===== config.mk =====
export PLATFORM = sky130hd
export DESIGN_NAME = lms_rx_iq_deframer
export DESIGN_NICKNAME = d
export VERILOG_FILES = /design/src/rtl/lms_rx_iq_deframer.sv
export SDC_FILE = /design/constraint.sdc
export NUM_CORES = 1
export LEC_CHECK = 0
export CORE_AREA = 3 3 69 135
export DETAILED_ROUTE_END_ITERATION = 8
export DIE_AREA = 0 0 72 138
export PLACE_DENSITY = 0.74
export SETUP_SLACK_MARGIN = 0.15
export SYNTH_ARGS = -nofsm -noshare
export SYNTH_HDL_FRONTEND = slang
export SYNTH_SLANG_ARGS = --single-unit

===== constraint.sdc =====
create_clock -name clk -period 2.8 [get_ports clk]
set_clock_uncertainty 0.2 [all_clocks]
set_input_delay 0.84 -clock clk [delete_from_list [all_inputs] [get_ports clk]]
set_output_delay 0.84 -clock clk [all_outputs]
set_load 0.05 [all_outputs]

===== src/rtl/lms_rx_iq_deframer.sv =====
`default_nettype none
// ============================================================================
//  Module   : lms_rx_iq_deframer
//  Purpose  : Deframes the interleaved 12-bit I/Q bus of one LMS6002D RX port
//             (RXnIQSEL/RXnD, lms_clk domain). It checks IQSEL alternation,
//             declares lock, counts framing errors, and presents MSB-aligned
//             16-bit I/Q pairs with a one-cycle strobe.
//  Revision : 1.0 - initial release
// ----------------------------------------------------------------------------
//  Ports
//    clk        in   lms_clk, rising edge
//    rst        in   synchronous active-high reset
//    enable     in   run; low forces SEARCH and suppresses strobes
//    swap_iq    in   0: iqsel=1 is the I word, 1: iqsel=0 is the I word
//    clear_err  in   synchronous clear of err_count (wins over an increment)
//    iqsel      in   IQSEL from the IOB register
//    rx_d       in   12-bit two's complement sample from the IOB register
//    i_out      out  I sample {word,4'b0}, holds between strobes
//    q_out      out  Q sample {word,4'b0}, holds between strobes
//    strobe     out  one-cycle valid for i_out/q_out
//    locked     out  high while the state register is LOCKED
//    err_count  out  saturating framing-error count
// ============================================================================
module lms_rx_iq_deframer #(
   parameter int LOCK_COUNT = 8,
   parameter int ERR_WIDTH  = 16
) (
   input  logic                 clk,
   input  logic                 rst,
   input  logic                 enable,
   input  logic                 swap_iq,
   input  logic                 clear_err,
   input  logic                 iqsel,
   input  logic [11:0]          rx_d,
   output logic [15:0]          i_out,
   output logic [15:0]          q_out,
   output logic                 strobe,
   output logic                 locked,
   output logic [ERR_WIDTH-1:0] err_count
);

   typedef enum logic [0:0] {
      SEARCH = 1'b0,
      LOCKED = 1'b1
   } state_t;

   localparam logic [7:0]           LOCK_LAST = 8'(LOCK_COUNT - 1);
   localparam logic [ERR_WIDTH-1:0] ERR_MAX   = '1;
   localparam logic [ERR_WIDTH-1:0] ERR_ONE   = ERR_WIDTH'(1);

   // input stage
   logic        iqsel_r;
   logic [11:0] d_r;
   logic        prev_sel;
   logic        swap_r;

   // framing state
   state_t      state;
   state_t      state_nxt;
   logic [7:0]  alt_cnt;
   logic [7:0]  cnt_nxt;
   logic        pend_i;
   logic        pend_nxt;
   logic [11:0] i_hold;

   // completed pair, re-registered into the output stage one edge later
   logic        pair_vld;
   logic [11:0] pair_i;
   logic [11:0] pair_q;

   logic        alt;
   logic        is_i;
   logic        swap_chg;
   logic        hold_ld;
   logic        pair_ld;
   logic        err_hit;

   assign alt      = (iqsel_r != prev_sel);
   assign is_i     = iqsel_r ^ swap_iq;
   assign swap_chg = (swap_iq != swap_r);
   assign locked   = (state == LOCKED);

   // ------------------------------------------------------------------------
   // Next-state / control
   // ------------------------------------------------------------------------
   always_comb begin
      state_nxt = state;
      cnt_nxt   = alt_cnt;
      pend_nxt  = pend_i;
      hold_ld   = 1'b0;
      pair_ld   = 1'b0;
      err_hit   = 1'b0;

      // A stopped deframer or a reinterpreted IQSEL polarity invalidates any
      // framing we had; neither is a line error, so nothing is counted.
      if (!enable || swap_chg) begin
         state_nxt = SEARCH;
         cnt_nxt   = 8'd0;
         pend_nxt  = 1'b0;
      end else begin
         case (state)
            SEARCH: begin
               if (alt) begin
                  if (alt_cnt == LOCK_LAST) begin
                     state_nxt = LOCKED;
                     cnt_nxt   = 8'd0;
                     pend_nxt  = 1'b0;
                  end else begin
                     cnt_nxt = alt_cnt + 8'd1;
                  end
               end else begin
                  cnt_nxt = 8'd0;
               end
            end
            LOCKED: begin
               if (!alt) begin
                  err_hit   = 1'b1;
                  state_nxt = SEARCH;
                  cnt_nxt   = 8'd0;
                  pend_nxt  = 1'b0;
               end else if (is_i) begin
                  hold_ld  = 1'b1;
                  pend_nxt = 1'b1;
               end else if (pend_i) begin
                  pair_ld  = 1'b1;
                  pend_nxt = 1'b0;
               end
               // Q with no pending I: first word after lock, dropped.
            end
            default: begin
               state_nxt = SEARCH;
               cnt_nxt   = 8'd0;
               pend_nxt  = 1'b0;
            end
         endcase
      end
   end

   // ------------------------------------------------------------------------
   // Registers
   // ------------------------------------------------------------------------
   always_ff @(posedge clk) begin
      if (rst) begin
         iqsel_r   <= 1'b0;
         d_r       <= 12'd0;
         prev_sel  <= 1'b0;
         swap_r    <= 1'b0;
         state     <= SEARCH;
         alt_cnt   <= 8'd0;
         pend_i    <= 1'b0;
         i_hold    <= 12'd0;
         pair_vld  <= 1'b0;
         pair_i    <= 12'd0;
         pair_q    <= 12'd0;
         i_out     <= 16'd0;
         q_out     <= 16'd0;
         strobe    <= 1'b0;
         err_count <= '0;
      end else begin
         // the input stage runs regardless of enable
         iqsel_r  <= iqsel;
         d_r      <= rx_d;
         prev_sel <= iqsel_r;
         swap_r   <= swap_iq;

         state    <= state_nxt;
         alt_cnt  <= cnt_nxt;
         pend_i   <= pend_nxt;
         if (hold_ld) begin
            i_hold <= d_r;
         end

         pair_vld <= pair_ld;
         if (pair_ld) begin
            pair_i <= i_hold;
            pair_q <= d_r;
         end

         // gating with enable keeps a pair already in flight from escaping
         // after the deframer has been stopped
         strobe <= pair_vld & enable;
         if (pair_vld && enable) begin
            i_out <= {pair_i, 4'b0000};
            q_out <= {pair_q, 4'b0000};
         end

         if (clear_err) begin
            err_count <= '0;
         end else if (err_hit && (err_count != ERR_MAX)) begin
            err_count <= err_count + ERR_ONE;
         end
      end
   end

endmodule
`default_nettype wire


[Word-level counts from Yosys, hierarchy flattened]
Cells that the tools add are included.
Operators by class
  add/subtract/negate cells: 2
  multipliers: 0
  divide/modulo/power cells: 0
  order comparisons: 0
  equal/unequal tests: 7
  shift-type cells: 0
  muxes and demuxes: 23
  bitwise logic cells: 3
  reductions and logical operators: 7
Operators with widths (number)
  $mux 8: 3
  $mux 1: 17
  $add 16x1->16 const B: 1
  $ne 16x16->1 const B: 1
  $pmux 8 s2: 1
  $add 8x1->8 const B: 1
  $eq 8x3->1 const B: 1
  $ne 2x2->1 const B: 3
  $pmux 1 s2: 2
  $reduce_or 2->1: 2
  $logic_and 1x1->1: 2
  $ne 1x1->1: 2
  $reduce_and 2->1: 1
  $and 1x1->1: 1
  $logic_not 1->1: 1
  $logic_or 1x1->1: 1
  $not 1->1: 1
  $xor 1x1->1: 1
Storage, ports and cells
  bits in registers: 103
  bits in latches: 0
  memory bits (writable): 0
  memory bits (read-only): 0
  output and inout port bits: 50
  logic and storage cells: 57
  memories: 0

[Longest topological paths before layout]
Gate-level depths: netlist (run 1).
  depth after elaboration: 5
  depth in mapped cells: 7

[Worst setup path after synthesis (run 1)]
OpenSTA, ideal clock, no wires.
  kind: in2reg
  start point: input swap_iq
  end point: register err_count[8]
  setup time: 70 ps
  arrival: 2251 ps
  slack: 279 ps
  stages: 6
  cell sequence: buf_2 -> xnor2_1 -> nand4_4 -> buf_6 -> or4_1 -> a21oi_1
Between the ends
  longest elaborated chain between the ends: 4
RTL lines
  start: declaration: line 31  | input logic swap_iq,
  $ne 1x1->1: line 80  | assign swap_chg = (swap_iq != swap_r);
  $logic_or 1x1->1: line 96  | if (!enable || swap_chg) begin
  $mux 1: line 96
  $logic_and 1x1->1: line 189  | end else if (err_hit && (err_count != ERR_MAX)) begin
  end signal: assignment: line 190  | err_count <= err_count + ERR_ONE;
  end: declaration: line 39  | output logic [ERR_WIDTH-1:0] err_count
No other way between the ends.
A chain may end at the register's enable or synchronous reset.

[Final worst setup path (run 1)]
  start point: register err_count[8]
  end point: output err_count[8]
No word-level cell between the ends.

==> flow_summary.json, run 1 <==
{
  "status": "finished, final reports clean",
  "crit_arrival_ns": 1.55,
  "finalHoldViolations": 0,
  "antenna_found_initial": 0,
  "period_minus_slack_ns": 2.588,
  "cp_slowest_cell": "clkdlybuf4s50_1",
  "utilization_pct": 60.88,
  "wl_per_cell_um": 15.07,
  "ys_ff_latch": 103,
  "clkSlewWorstSetupHoldPaths_ns": 0.07,
  "drt-initial-drc-count": 166,
  "ys_warn_count": 0,
  "fp-row-count": 47,
  "critPathRequiredTime_ns": 1.76,
  "grt_setup_unrepaired": "false",
  "p_leak_nw": 1.906,
  "cts_tree": "yes",
  "hpwl_mm": 6.548,
  "timing.hold.ws_ns": 0.2557,
  "synthArstFlopShare_pct": 0,
  "ant_nets": 0,
  "start_util_pct": 49.11,
  "layout.nets": 539,
  "synth-edff-count": 0,
  "first_global_vias": 3331,
  "seq_area_frac_synth_pct": 49.92,
  "max_cap_viol_count": 0,
  "cts.sinks": 103,
  "grt_pass1_wl_mm": 15.53,
  "avgSynthCellArea_um2": 8.806,
  "synthFlopType": "dfxtp_1",
  "fp.dieW_um": 72,
  "syn2layout_area_growth_pct": 23.96,
  "irDropWorstVdd_v": 0.0004487,
  "powerDensity_nw_per_um2": 559.2,
  "tns_ns": 0,
  "cts_root_buf": "clkbuf_16",
  "cts_setup_buffers": 0,
  "cts_buffers": 9,
  "grt_busiest_layer": "met2",
  "portBuffers": 59,
  "fp.coreArea_um2": 8409,
  "die_h_um": 138,
  "path_max_fanout": 5,
  "clk_latency_ns": 0.34,
  "io_pins": 68,
  "vias": 3566,
  "max_slew_margin_pct": 54.68,
  "grt_max_degree": 56,
  "grt_usage_pct": 19.37,
  "clock.fmax_mhz": 386.4,
  "drv_slew": 0,
  "start_kind": "register",
  "clockBufferDepth": 2,
  "max_slew.worst_pin.slew_ns": 0.6790,
  "setup_violations": 0,
  "place_congestion": 0.8714,
  "post-route-period-util_pct": 92.44,
  "synth_area_um2": 4130,
  "worst_setup_path_end_kind": "primary output",
  "via_per_inst": 5.733,
  "finalWirelength_mm": 9.373,
  "synth.distinct_cells": 47,
  "htree_num_levels": 3,
  "hp-class": "register to register",
  "netlist_instances": 469,
  "use_met2_pct": 35.53,
  "diodes": 0,
  "drive_gt1_share_pct": 6.870,
  "drc": 0,
  "use_met3_pct": 4.070,
  "crit_family": "buffers and inverters",
  "crit_chain": "clkdlybuf4s50_1",
  "met1_usage_pct": 20.31,
  "critPathKind": "register to primary output",
  "die_area_um2": 9936,
  "overflow": 0,
  "critPathBufInv": 1,
  "drtPass1Iterations": 4,
  "max_stage_delay_ns": 0.82
}
placed cells by master (no fill, tap or decap), drive strengths merged, types with 4 or more instances in the layout:
cell type	n
nor2	17
nand4	7
nor3	6
inv	6
and3	4
nand3	36
a311oi	4
a21oi	63
dlygate4sd2	7
clkbuf	9
and4	4
nor4	4
or4	11
conb	8
dlymetal6s2s	6
dfxtp	103
mux2i	14
o21ai	28
nor2b	17
nand2	62
o31ai	8
clkdlybuf4s50	44
buf	15
state kept, by name, indices dropped and copies added, names as in the netlist, 8 cells and up:
| register | flops |
|---|---|
| q_out | 12 |
| i_out | 12 |
| alt_cnt | 8 |
| pair_q | 12 |
| err_count | 16 |
| d_r | 12 |
| pair_i | 12 |
| i_hold | 12 |
layer usage:
layer | share of wire (%) | wire length [µm] | vias to the layer above
met2 | 55 | 5159 | 87
met3 | 3.7 | 350 | 16
met1 | 38 | 3582 | 1694
li1 | - | - | 1769
met4 | 3.0 | 280 | 0
met5 | 0 | 0 | -
where the power goes:
group | total (W) | switching [W] | internal, W | leakage, nW
clock network | 0.00127 | 0.000620 | 0.000645 | 0.153
logic | 0.000113 | 0.0000695 | 0.0000430 | 0.920
registers | 0.00148 | 0.00000992 | 0.00147 | 0.833
synthesized netlist by cell type, types with 2 or more instances:
cell | number | area [µm²]
and3_1 | 4 | 25.02
o31ai_1 | 8 | 60.06
o21ai_0 | 28 | 140.1
or4_1 | 11 | 82.58
or3_1 | 3 | 18.77
nand4_1 | 6 | 37.54
inv_1 | 2 | 7.510
o2111ai_1 | 3 | 26.28
nor2b_1 | 17 | 106.4
clkbuf_1 | 24 | 90.09
nor3_1 | 6 | 30.03
nand3_1 | 36 | 180.2
and2_1 | 3 | 18.77
a21oi_1 | 63 | 315.3
buf_4 | 8 | 60.06
dfxtp_1 | 103 | 2062
a311oi_1 | 3 | 26.28
ha_1 | 2 | 25.02
a31oi_1 | 3 | 18.77
buf_6 | 2 | 22.52
o41ai_1 | 3 | 26.28
nor2_1 | 17 | 63.81
xor2_1 | 2 | 17.52
and4_1 | 4 | 35.03
a41oi_1 | 2 | 17.52
xnor2_1 | 2 | 17.52
buf_2 | 5 | 25.02
nand2_1 | 62 | 232.7
nand3b_1 | 3 | 22.52
nor4_1 | 4 | 25.02
mux2i_1 | 14 | 140.1
what timing repair did:
action                                  4_1_cts  5_1_grt
hold buffers                                  0        0
gates cloned                                  0        0
endpoints found under the setup margin        7        7
resized for setup                             7        7
worst paths after layout:
check,slack [ns],cells past startpoint,endpoint,startpoint
hold reg to reg,0.26,2,i_out[6]$_SDFFE_PP0P_,pair_i[2]$_SDFFE_PP0P_
setup / recovery,0.21,1,err_count[8],err_count[8]$_SDFFE_PP0P_
hold / removal,0.26,2,i_out[6]$_SDFFE_PP0P_,pair_i[2]$_SDFFE_PP0P_
setup reg to reg,0.69,5,err_count[4]$_SDFFE_PP0P_,iqsel_r$_SDFF_PP0_
worst min-delay path, cell delays in order (launching register included):
cell and delay [ns]:
dfxtp_1 0.31, nand2_1 0.05, a21oi_1 0.05
through the flow:
| stage | instances | setup WS (ns) | area [µm²] | power [W] |
|---|---|---|---|---|
| final | 622 | 0.2117 | 5120 | 0.002863 |
| after detailed placement | 606 | -0.1017 | 4796 | 0.001632 |
| after floorplan | 476 | 0.2788 | 4156 | 0.001600 |
| after CTS | 622 | 0.1519 | 5101 | 0.002890 |
| after global placement | 606 | -0.03863 | 4796 | 0.001629 |
| after global routing | 622 | 0.1538 | 5120 | 0.002951 |
logic make-up after synthesis:
| family | Yosys count | share of synthesized area, % |
|---|---|---|
| AOI/OAI and AO/OA | 121 | 17.12 |
| xor gates and xnor gates | 5 | 1.242 |
| adders and majority gates | 2 | 0.6058 |
| and+or+nand+nor | 181 | 22.57 |
| DFF | 103 | 49.92 |
| other | 1 | 0.09079 |
| buffers and inverters | 42 | 5.059 |
| muxes | 14 | 3.393 |
area by class of cell:
| cell class | count | area (µm²) |
|---|---|---|
| Clock buffer | 9 | 225.2 |
| Clock inverter | 7 | 88.84 |
| Fill cell | 757 | 3289 |
| Inverter | 2 | 7.507 |
| Multi-Input combinational cell | 331 | 1889 |
| Sequential cell | 103 | 2062 |
| Tap cell | 98 | 122.6 |
| Timing Repair Buffer | 72 | 724.4 |
Note: power is estimated with default switching activity, not from simulation.
==> inputs of run 2 (changes only) <==
--- a/config.mk
+++ b/config.mk
@@ -9,7 +9,8 @@
 export DETAILED_ROUTE_END_ITERATION = 8
 export DIE_AREA = 0 0 72 138
 export PLACE_DENSITY = 0.74
-export SETUP_SLACK_MARGIN = 0.15
+export RECOVER_POWER = 50
+export SETUP_SLACK_MARGIN = 0.05
 export SYNTH_ARGS = -nofsm -noshare
 export SYNTH_HDL_FRONTEND = slang
 export SYNTH_SLANG_ARGS = --single-unit
==> flow_summary.json, run 2 (synthesis gave the netlist of run 1 again) <==
{
  "start_kind": "register",
  "grt_usage_pct": 19.35,
  "cts_buffers": 9,
  "drtPass1Iterations": 4,
  "clkSlewWorstSetupHoldPaths_ns": 0.07,
  "ant_nets": 0,
  "crit_arrival_ns": 1.66,
  "wl_met3_um": 358,
  "cts.hold.buffers_added": 0,
  "max_slew.worst_pin.slew_ns": 1.304,
  "tns_ns": 0,
  "portBuffers": 59,
  "max_stage_delay_ns": 0.85,
  "dr.max_layer_used": "met4",
  "powerDensity_nw_per_um2": 563.5,
  "crit_chain": "clkdlybuf4s50_1",
  "start_util_pct": 49.11,
  "via_per_inst": 5.777,
  "largest_reg_flops": 16,
  "antenna_found_initial": 0,
  "place_congestion": 0.8714,
  "grt_max_degree": 56,
  "vias": 3593,
  "clk_latency_ns": 0.35,
  "drv_slew": 0,
  "setup_violations": 0,
  "rrSetupSlack_ns": 0.66,
  "regMostFlops": "err_count",
  "htree_num_levels": 3,
  "crit_family": "buffers and inverters",
  "cts_root_buf": "clkbuf_16",
  "drive_gt1_share_pct": 6.107,
  "first_global_vias": 3331,
  "max_slew_margin_pct": 13.09,
  "clockBufferDepth": 2,
  "diodes": 0,
  "fp-row-count": 47,
  "cp_slowest_cell": "clkdlybuf4s50_1",
  "worst_slack_ns": 0.09921,
  "layout.nets": 539,
  "overflow": 0,
  "status": "finished, final reports clean",
  "cts_setup_buffers": 0,
  "io_pins": 68,
  "syn2layout_area_growth_pct": 23.02,
  "fp.coreArea_um2": 8409,
  "critPathRequiredTime_ns": 1.76,
  "die_h_um": 138,
  "irDropWorstVdd_v": 0.0004494,
  "post-route-period-util_pct": 96.46,
  "die_area_um2": 9936,
  "wl_met1_mm": 3.575,
  "drt-initial-drc-count": 161,
  "cts.sinks": 103,
  "hp-class": "register to register",
  "cts_tree": "yes",
  "grt_pass1_wl_mm": 15.51,
  "mostFrequentLayoutCell": "dfxtp_1",
  "critPathBufInv": 1,
  "clock.fmax_mhz": 370.3,
  "wl_met2_mm": 5.168,
  "hpwl_mm": 6.548,
  "period_minus_slack_ns": 2.701,
  "path_max_fanout": 7,
  "wl_per_cell_um": 15.06,
  "worst_setup_path_end_kind": "primary output",
  "grt_setup_unrepaired": "false",
  "finalWirelength_mm": 9.365,
  "finalHoldViolations": 0,
  "fp.dieW_um": 72,
  "p_leak_nw": 1.744,
  "mostFrequentLayoutCells": "dfxtp_1, a21oi_1, nand2_1",
  "max_cap_viol_count": 0,
  "drc": 0,
  "timing.hold.ws_ns": 0.2559,
  "cts_resized": 0,
  "critPathKind": "register to primary output",
  "dp_slack_ns": -0.1017
}
[run 2: power by group]
group | internal (W) | switching [W]
registers | 0.00147 | 0.00000983
clock network | 0.000645 | 0.000622
logic | 0.0000421 | 0.0000694
[run 2: cell type report]
| cell class | count | area, µm² |
|---|---|---|
| clock buffers | 9 | 225.2 |
| clock inverters | 7 | 88.84 |
| fillers | 766 | 3328 |
| inverters | 2 | 7.507 |
| multi-input cells | 331 | 1886 |
| flip-flops and latches | 103 | 2062 |
| well taps | 98 | 122.6 |
| repair buffers | 72 | 689.4 |
[run 2: final timing paths]
check	from	endpoint	cells after the start
max	err_count[10]$_SDFFE_PP0P_	err_count[10]	1
min	pair_i[2]$_SDFFE_PP0P_	i_out[6]$_SDFFE_PP0P_	2
max reg2reg	iqsel_r$_SDFF_PP0_	pair_q[0]$_SDFFE_PP0P_	5
min reg2reg	pair_i[2]$_SDFFE_PP0P_	i_out[6]$_SDFFE_PP0P_	2
[run 2: through the flow]
| step | total power [W] | std cells | cell area, µm² | utilization (%) |
|---|---|---|---|---|
| floorplan | 0.001600 | 476 | 4156 | - |
| global placement | 0.001629 | 606 | 4796 | 57.03 |
| detailed placement | 0.001632 | 606 | 4796 | 57.03 |
| CTS | 0.002890 | 622 | 5110 | 60.76 |
| global route | 0.002950 | 622 | 5081 | 60.42 |
| finish | 0.002863 | 622 | 5081 | 60.42 |
[run 2: routing by layer]
layer  global-route usage [%]  vias up
met4                    8.821        0
met1                    20.31     1707
met5                        0        -
li1                         -     1773
met3                    3.997       19
met2                    35.53       94
==> inputs of run 3 (changes only) <==
==> constraint.sdc (replaced) <==
create_clock -name clk -period 3.45 [get_ports clk]
set_clock_uncertainty 0.2 [all_clocks]
set_input_delay 1.035 -clock clk [delete_from_list [all_inputs] [get_ports clk]]
set_output_delay 1.035 -clock clk [all_outputs]
set_load 0.05 [all_outputs]
==> flow_summary.json, run 3 (synthesis gave the netlist of run 1 again) <==
{
  "status": "finished with violations",
  "violations": "max-capacitance violations, max-slew violations",
  "post-route-period-util_pct": 88.05,
  "cts_setup_buffers": 0,
  "fp.coreArea_um2": 8409,
  "regArea_um2": 2062,
  "antenna_found_initial": 0,
  "portBuffers": 59,
  "diodes": 0,
  "start_kind": "input pin",
  "first_global_vias": 3288,
  "vias": 3541,
  "hpwl_mm": 6.418,
  "tns_ns": 0,
  "cts.hold.buffers_added": 0,
  "intPower_w": 0.001744,
  "max_cap_viol_count": 1,
  "irDropWorstVdd_v": 0.0003761,
  "whs_path_depth": 2,
  "seqPwrFrac_pct": 52.6,
  "critPathRequiredTime_ns": 3.49,
  "die_h_um": 138,
  "setup_violations": 0,
  "placedCellCount": 604,
  "switchingPower_w": 0.0005453,
  "sw_frac_of_total_pct": 23.82,
  "max_slew_margin_pct": -11.30,
  "reg2reg_depth": 5,
  "fillers": 760,
  "holdPathEnd": "q_out[12]$_SDFFE_PP0P_",
  "die_area_um2": 9936,
  "ant_nets": 0,
  "multi_input_area_um2": 1886,
  "grt_pass1_wl_mm": 15.23,
  "p_leak_nw": 1.725,
  "crit_arrival_ns": 3.08,
  "grt_usage_pct": 18.89,
  "htree_num_levels": 3,
  "overflow": 0,
  "worst_setup_path_end_kind": "register",
  "regMostFlops": "err_count",
  "path_max_fanout": 41,
  "clk_latency_ns": 0.34,
  "drive_gt1_share_pct": 5.556,
  "largest_reg_flops": 16,
  "hp-class": "register to register",
  "grt_max_degree": 43,
  "rr_startpoint": "iqsel_r$_SDFF_PP0_",
  "p_clk_share_pct": 43.6,
  "drc": 0,
  "cts_buffers": 9,
  "cts_root_buf": "clkbuf_16",
  "mostFrequentLayoutCell": "dfxtp_1",
  "start_util_pct": 49.11,
  "critPathKind": "input pin to register",
  "comb_power_share_pct": 3.7,
  "cts_resized": 0,
  "grt_setup_unrepaired": "false",
  "drtPass1Iterations": 4,
  "drt-initial-drc-count": 219,
  "r2r-end": "pair_q[0]$_SDFFE_PP0P_",
  "finalWirelength_mm": 9.093,
  "place_congestion": 0.9179,
  "clock.fmax_mhz": 329.2,
  "fp-row-count": 47,
  "syn2layout_area_growth_pct": 22.08,
  "wl_per_cell_um": 14.67,
  "drv_slew": 42,
  "mostFrequentLayoutCells": "dfxtp_1, a21oi_1, nand2_1",
  "max_slew.worst_pin.slew_ns": 1.670,
  "layout.nets": 537,
  "period_minus_slack_ns": 3.038,
  "clockBufferDepth": 2,
  "final_cells": 620,
  "io_pins": 68,
  "rrSetupSlack_ns": 1.22,
  "clkSlewWorstSetupHoldPaths_ns": 0.08,
  "cts.sinks": 103,
  "via_per_inst": 5.711,
  "finalHoldViolations": 0,
  "min-delay-start": "pair_q[8]$_SDFFE_PP0P_",
  "powerDensity_nw_per_um2": 454.0,
  "utilization_pct": 59.96,
  "fp.dieW_um": 72,
  "cts_tree": "yes"
}
==> run 3: layout make-up <==
type	count	share of cell area, %
Clock buffer	9	4.466
Multi-Input combinational cell	331	37.39
Tap cell	98	2.432
Inverter	2	0.1489
Timing Repair Buffer	70	13.15
Sequential cell	103	40.89
Clock inverter	7	1.514
==> run 3: critical path, stage by stage <==
cell,delay (ns)
clkbuf_1,1.18
or2_1,0.54
nor2_1,0.07
a41o_1,0.24
==> run 3: layer usage <==
metal / vias to the layer above / wire [µm] / track usage, %
li1: 1781 / - / -
met5: - / 0 / 0
met2: 81 / 4866 / 34.08
met4: 0 / 333 / 10.31
met1: 1657 / 3548 / 19.88
met3: 22 / 345 / 3.488
==> run 3: power by group through the flow <==
stage	Combinational [W]	Clock, W	Sequential (W)
after floorplan	0.0000682	0	0.00123
after global placement	0.0000841	0	0.00123
after detailed placement	0.0000860	0	0.00123
after CTS	0.0000859	0.00102	0.00121
after global routing	0.0000930	0.00107	0.00121
final	0.0000857	0.000998	0.00121
==> run 3: per-stage QoR <==
step	hold WS [ns]	total power, W	instance area [µm²]	worst slack [ns]
after global placement	0.2360	0.001317	4746	0.2019
after detailed placement	0.2425	0.001319	4746	0.1426
final	0.2474	0.002289	5042	0.4121
after floorplan	0.2285	0.001298	4156	0.7338
after CTS	0.2490	0.002309	5047	0.5196
after global routing	0.2752	0.002366	5042	0.2203
==> run 3: worst max path at each step <==
| stage | end | cells past startpoint | from |
|---|---|---|---|
| 2_1_floorplan | err_count[8]$_SDFFE_PP0P_ | 6 | swap_iq |
| 3_3_place_gp | err_count[8]$_SDFFE_PP0P_ | 5 | swap_iq |
| 3_5_place_dp | err_count[4]$_SDFFE_PP0P_ | 5 | swap_iq |
| 4_1_cts | err_count[6]$_SDFFE_PP0P_ | 5 | swap_iq |
| 5_1_grt | pair_i[4]$_SDFFE_PP0P_ | 6 | swap_iq |
| 6_report | err_count[2]$_SDFFE_PP0P_ | 4 | rst |
